File: src/rtl/bmi_bitscan_ctrl.sv
// Bit-serial scan controller for the BMI 16:1 bit-select mux: POPCNT/TZCNT/LZCNT/PARITY.
// Define BITSCAN_EARLY_EXIT_EN to let TZCNT/LZCNT stop at the first 1-bit.
module bmi_bitscan_ctrl #(
    parameter int N_BITS = 16,
    parameter int RES_W  = 5
) (
    input  logic                      clk_i,
    input  logic                      rst_i,
    input  logic                      start_i,
    input  logic [1:0]                op_i,
    input  logic                      mux_out_i,
    output logic [$clog2(N_BITS)-1:0] sel_o,
    output logic                      busy_o,
    output logic                      done_o,
    output logic [RES_W-1:0]          result_o,
    output logic                      zero_flag_o,
    output logic                      src_zero_o
);

    localparam int SEL_W = $clog2(N_BITS);

    localparam logic [1:0] OP_POPCNT = 2'b00;
    localparam logic [1:0] OP_TZCNT  = 2'b01;
    localparam logic [1:0] OP_LZCNT  = 2'b10;
    localparam logic [1:0] OP_PARITY = 2'b11;

    typedef enum logic [1:0] {
        IDLE = 2'd0,
        SCAN = 2'd1,
        DONE = 2'd2
    } state_t;

    state_t             state_q, state_d;
    logic [1:0]         op_q, op_d;
    logic [4:0]         step_q, step_d;
    logic [RES_W-1:0]   acc_q, acc_d;
    logic               found_q, found_d;
    logic               srcz_q, srcz_d;
    logic [SEL_W-1:0]   sel_q, sel_d;
    logic               busy_q, busy_d;
    logic               done_q, done_d;
    logic [RES_W-1:0]   result_q, result_d;
    logic               zero_q, zero_d;
    logic               src_zero_q, src_zero_d;

    logic [RES_W-1:0]   acc_next;
    logic               exit_now;

    // Accumulator value after absorbing the bit currently returned by the mux.
    always_comb begin
        acc_next = acc_q;
        case (op_q)
            OP_POPCNT: acc_next = acc_q + RES_W'(mux_out_i);
            OP_PARITY: acc_next = RES_W'(acc_q[0] ^ mux_out_i);
            default:   acc_next = (found_q || mux_out_i) ? acc_q : acc_q + RES_W'(1);
        endcase
    end

`ifdef BITSCAN_EARLY_EXIT_EN
    assign exit_now = ((op_q == OP_TZCNT) || (op_q == OP_LZCNT)) && mux_out_i;
`else
    assign exit_now = 1'b0;
`endif

    always_comb begin
        state_d    = state_q;
        op_d       = op_q;
        step_d     = step_q;
        acc_d      = acc_q;
        found_d    = found_q;
        srcz_d     = srcz_q;
        sel_d      = sel_q;
        busy_d     = busy_q;
        done_d     = 1'b0;
        result_d   = result_q;
        zero_d     = zero_q;
        src_zero_d = src_zero_q;

        case (state_q)
            IDLE: begin
                sel_d  = '0;
                busy_d = 1'b0;
                if (start_i) begin
                    state_d = SCAN;
                    op_d    = op_i;
                    step_d  = '0;
                    acc_d   = '0;
                    found_d = 1'b0;
                    srcz_d  = 1'b1;
                    busy_d  = 1'b1;
                    sel_d   = (op_i == OP_LZCNT) ? SEL_W'(N_BITS - 1) : '0;
                end
            end
            SCAN: begin
                acc_d   = acc_next;
                found_d = found_q | mux_out_i;
                srcz_d  = srcz_q & ~mux_out_i;
                step_d  = step_q + 5'd1;
                if ((step_q == 5'(N_BITS - 1)) || exit_now) begin
                    state_d    = DONE;
                    sel_d      = '0;
                    done_d     = 1'b1;
                    result_d   = acc_next;
                    zero_d     = (acc_next == '0);
                    src_zero_d = srcz_q & ~mux_out_i;
                end else if (op_q == OP_LZCNT) begin
                    sel_d = sel_q - SEL_W'(1);
                end else begin
                    sel_d = sel_q + SEL_W'(1);
                end
            end
            DONE: begin
                state_d = IDLE;
                busy_d  = 1'b0;
            end
            default: begin
                state_d = IDLE;
                sel_d   = '0;
                busy_d  = 1'b0;
            end
        endcase
    end

    // Reset clears the published result to 0, which is why zero_flag resets high.
    always_ff @(posedge clk_i) begin
        if (rst_i) begin
            state_q    <= IDLE;
            op_q       <= OP_POPCNT;
            step_q     <= '0;
            acc_q      <= '0;
            found_q    <= 1'b0;
            srcz_q     <= 1'b0;
            sel_q      <= '0;
            busy_q     <= 1'b0;
            done_q     <= 1'b0;
            result_q   <= '0;
            zero_q     <= 1'b1;
            src_zero_q <= 1'b0;
        end else begin
            state_q    <= state_d;
            op_q       <= op_d;
            step_q     <= step_d;
            acc_q      <= acc_d;
            found_q    <= found_d;
            srcz_q     <= srcz_d;
            sel_q      <= sel_d;
            busy_q     <= busy_d;
            done_q     <= done_d;
            result_q   <= result_d;
            zero_q     <= zero_d;
            src_zero_q <= src_zero_d;
        end
    end

    assign sel_o       = sel_q;
    assign busy_o      = busy_q;
    assign done_o      = done_q;
    assign result_o    = result_q;
    assign zero_flag_o = zero_q;
    assign src_zero_o  = src_zero_q;

endmodule
File: config.mk
export PLATFORM = sky130hd
export DESIGN_NAME = bmi_bitscan_ctrl
export DESIGN_NICKNAME = d
export VERILOG_FILES = /design/src/rtl/bmi_bitscan_ctrl.sv
export SDC_FILE = /design/constraint.sdc
export NUM_CORES = 1
export LEC_CHECK = 0
export BUFFER_PORTS_ARGS = -buffer_cell sky130_fd_sc_hd__buf_4
export CAP_MARGIN = 20
export CORE_ASPECT_RATIO = 0.75
export CORE_MARGIN = 2
export CORE_UTILIZATION = 45
export DETAILED_ROUTE_END_ITERATION = 8
export GPL_TIMING_DRIVEN = 1
export HOLD_SLACK_MARGIN = 0.06
export PLACE_DENSITY_LB_ADDON = 0.05
export SKIP_CTS_REPAIR_TIMING = 1
export SLEW_MARGIN = 20
export SYNTH_ARGS = -nofsm -noshare
export SYNTH_HDL_FRONTEND = slang
export SYNTH_SLANG_ARGS = --single-unit
File: constraint.sdc
create_clock -name clk_i -period 5.6 [get_ports clk_i]
set_input_delay 1.12 -clock clk_i [delete_from_list [all_inputs] [get_ports clk_i]]
set_output_delay 1.12 -clock clk_i [all_outputs]
set_load 0.01 [all_outputs]
# == After elaboration in Yosys (flattened, before gate mapping) ==
# Cells that the tools add are included.
# word_totals
out_inout_bits,13
regBits,29
word_cells,60
inputBits,6
# op_classes
n_eq_ne,8
bitwise_logic,5
n_mux,20
add_sub_neg,5
n_reduce_logical,10
# ops
operator,n
5-bit case mux with 2 select lines,3
4-bit two-way mux,4
4-bit case mux with 3 select lines,1
5-bit by 1-bit adder with 5-bit output (second input constant),2
5-bit two-way mux,2
2-bit equality test (second input constant),4
2-bit AND reduction,4
1-bit case mux with 2 select lines,3
5-bit by 1-bit adder with 5-bit output,1
5-bit by 4-bit equality test with 1-bit output (second input constant),1
5-bit zero test,1
4-bit by 1-bit adder with 4-bit output (second input constant),1
2-bit zero test,2
1-bit two-way mux,4
2-bit two-way mux,2
2-bit != test (second input constant),2
2-bit case mux with 2 select lines,1
4-bit by 1-bit subtractor with 4-bit output (second input constant),1
2-bit by 1-bit equality test with 1-bit output (second input constant),1
1-bit inverter,2
2-bit nonzero test,1
2-bit OR reduction,1
1-bit bitwise AND,1
1-bit logical OR,1
2 further kinds,2

# == Longest topological paths before layout ==
# logic_depth
ltp_word,4
mapped_depth,8
mapped_depth_nobuf,8

# == Worst setup path before layout ==
# OpenSTA, ideal clock, no wires.
# synth_path
path_kind,input to register
startpoint,in mux_out_i
endpoint,reg zero_q (netlist: zero_flag_o)
path_stages,7
n_path_buf,0
setup_time_ps,122
slack_ps,3171
arrival_ps,2307
required_time_ps,5478
path_cell_list,ha_1 ha_1 a211oi_1 a211o_1 nor2_1 a211oi_1 a221o_1
# synth_between
elab_chain_cells,4
elab_cells_between_ends,6
classes_between,add/sub: 1; mux: 2; bitwise: 1; reduce/logical: 2
# synth_rtl
element,line_no,rtl
"start, declared",11,"input logic mux_out_i,"
"parallel branches: the longest is 2 deep, another holds 5-bit by 1-bit adder with 5-bit output",-,
5-bit case mux with 2 select lines *,52,case (op_q)
5-bit zero test *,104,zero_d = (acc_next == '0);
"end signal, assigned",150,zero_q <= zero_d;
"end, declared",43,"logic zero_q, zero_d;"
# Mark *: on every way between the ends.
# A chain may end at the register's enable or synchronous reset.

# == Final worst setup path ==
# Same ends and word-level chain as after synthesis.

==> results.md <==
* Commonest non-fill, non-tap cell in the layout: nor2_1
* Synth top area cells: dfxtp_1 (38%), ha_1 (8.2%), nor2_1 (7.6%), a21oi_1 (3.9%), a22oi_1 (3.9%)
* Slowest stage delay, CP at 0.33 ns
* Worst Skew at 0.00310 ns
* Vias post-DR at 1,341
* DRT iter0 DRCs at about 100
* Fin util at 0.549
* Synthesis warning total at 0
* LEAKAGE at 0.000752 uW
* DP Wirelength at approximately 2500 um
* Crit path launch type: primary input
* Final setup TNS at 0 ns
* Crit. Startpoint: mux_out_i
* Yosys top cell area share at 0.380
* Pwr dens at about 280 nW/um^2
* Largest net degree at the start of global routing at 30
* Final Cycle Share at 0.449
* # diodes at 0
* Port bufs at 18
* Crit path cell chain: buf_4 > ha_1 > ha_1 > a211oi_1 > a211o_1 > nor2_1 > a211oi_1 > a221o_1
* Worst r2r src: op_q[1]
* Critical hold path startpoint: result_o[3]
* Avg Inst Size Synth at 8.44 um^2
* Unrepaired setup endpoints after global routing: no
* Die Span Y at 54.5 um
* Drt pass-1 iters at 4
* Post-Syn Nets at 198
* Clock tree root driver cell: clkbuf_8
* CTS tree: built
* Finish-stage setup viols at 0
* Status: complete, no violations
* Max_cap viols at 0
* ANT nets after route at 0
* Max Clk Rate at 398 MHz
* Die width at between 70 and 80 um
* Max-slew violations at 0
* Max Root-Sink Buffers at 2
* Synth area leader: dfxtp_1
* Final hold violations at 0
* Most frequent cells in the layout: nor2_1 (31), dfxtp_1 (29), buf_4 (18)
* # IOs at 19
* #FFs+latches synth at 29
* Ys async rst share at 0
* Critical path class: in -> reg
* CTS clock-pin slew for the worst setup and hold paths at around 0.06 ns
* Final Critical Period at between 2 and 3 ns
* R2r setup slk at about 3.3 ns
* Vias/cell at ~5.6
* Fraction of layout cells with a size suffix above 1 at 0.146
* Synth Flop Type: dfxtp_1
* Synth Cell Area at 1530 um^2
* Cells after synthesis at 181
* Gr ovfl total at 0
* CP arrival at 2.67 ns
* Post-synth EDFFs at 0
* Wirelength, routed at 3450 um
* Routed WL per cell at 14.4 um
* Slowest stage cell on the critical path: a221o_1
* Crit. End Element: register
* DR DRC count at 0
* Htree depth at 2
* Hold Crit Class: reg -> reg
* CTS Sinks at 29
* Final Power at 501 uW
* Layout area overhead at 17.4%
* Core area at 3270 um^2
* Initial Utilization at 0.468
* Post-synth cell types at between 40 and 50
* Critical path peak fanout at 7
* Worst slew margin at 0.454
* Final nets at 215
* GRT Util Overall at 0.184
* Clk_lat worst skew at roughly 0.27 ns
* Number of placement rows at 18
* Vias in the first global route at 1,153
* First-pass GRT wire length at 5420 um
* Initial antenna violation count at 0
* Full die area at 3880 um^2
* Sequential area share after synthesis at 0.380
* Worst-margin pin slew at between 0.8 and 0.9 ns
* WP data required at 5.76 ns
* Worst vdd ir at 147 uV
* Number of buffers created by CTS at 5
* GP Congestion at 0.885
[per-layer routing]
layer	routed length (um)	global-route usage
met5	0	0
met4	12	0.0566
met2	1510	0.298
met1	1780	0.244
met3	152	0.0497
[through the flow]
step / setup WS, ns / hold slack [ns] / cells / cell area [um^2]
after floorplan: 3.17 / 0.454 / 181 / 1530
after global placement: 2.95 / 0.446 / 231 / 1680
after detailed placement: 2.83 / 0.452 / 231 / 1680
after CTS: 3.13 / 0.461 / 239 / 1790
after global routing: 3.00 / 0.473 / 239 / 1790
final: 3.09 / 0.459 / 239 / 1790
[synth_stat cells (4+ instances only)]
| master | count |
|---|---|
| nand2_1 | 11 |
| nor3_1 | 5 |
| o21ai_0 | 8 |
| a21oi_1 | 12 |
| inv_1 | 6 |
| nor2_1 | 31 |
| nand2b_1 | 5 |
| dfxtp_1 | 29 |
| clkbuf_1 | 6 |
| a22oi_1 | 8 |
| nand3_1 | 4 |
| a211oi_1 | 4 |
| ha_1 | 10 |
[where the power goes]
group / switching (uW) / total (uW) / leakage (uW) / internal, uW
clock network: 75.5 / 220 / 0.0000585 / 145
registers: 8.04 / 221 / 0.000236 / 213
logic: 34.8 / 59.5 / 0.000457 / 24.7
total: 118 / 501 / 0.000752 / 382
[cells by family after synthesis]
kind of cell | count (synthesis) | share of synthesized area
mux | 4 | 0.0270
fa+ha+maj | 11 | 0.0950
buf+inv | 14 | 0.0377
xor+xnor | 4 | 0.0229
simple gates | 71 | 0.229
compound gates | 48 | 0.209
flops | 29 | 0.380
[state kept, by name, indices dropped and copies added (netlist names), 2 cells and up]
name      flops
sel_o         4
state_q       2
acc_q         5
step_q        5
result_o      5
op_q          2
[final timing paths]
kind,end,depth (start not counted)
worst max register to register,zero_flag_o,6
worst min-delay path,result_o[3],2
worst min register to register,result_o[3],2
worst max-delay path,zero_flag_o,8
[final cells by class]
type                       instances  area (um^2)
fill                             314         1470
multi-input combinational        138          890
sequential                        29          581
timing repair buffer              18          135
clock buffer                       7         86.3
tap                               40         50.0
clock inverter                     1         30.0
inverter                           6         22.5
[critical path, delay by kind of cell]
| family | cells | cell delay [ns] |
|---|---|---|
| AO/OA/AOI/OAI | 4 | 0.78 |
| AND/OR/NAND/NOR | 1 | 0.21 |
| adder cells (fa/ha/maj) | 2 | 0.44 |
| buffers and inverters | 1 | 0.12 |
Note: power is estimated with default switching activity, not from simulation.
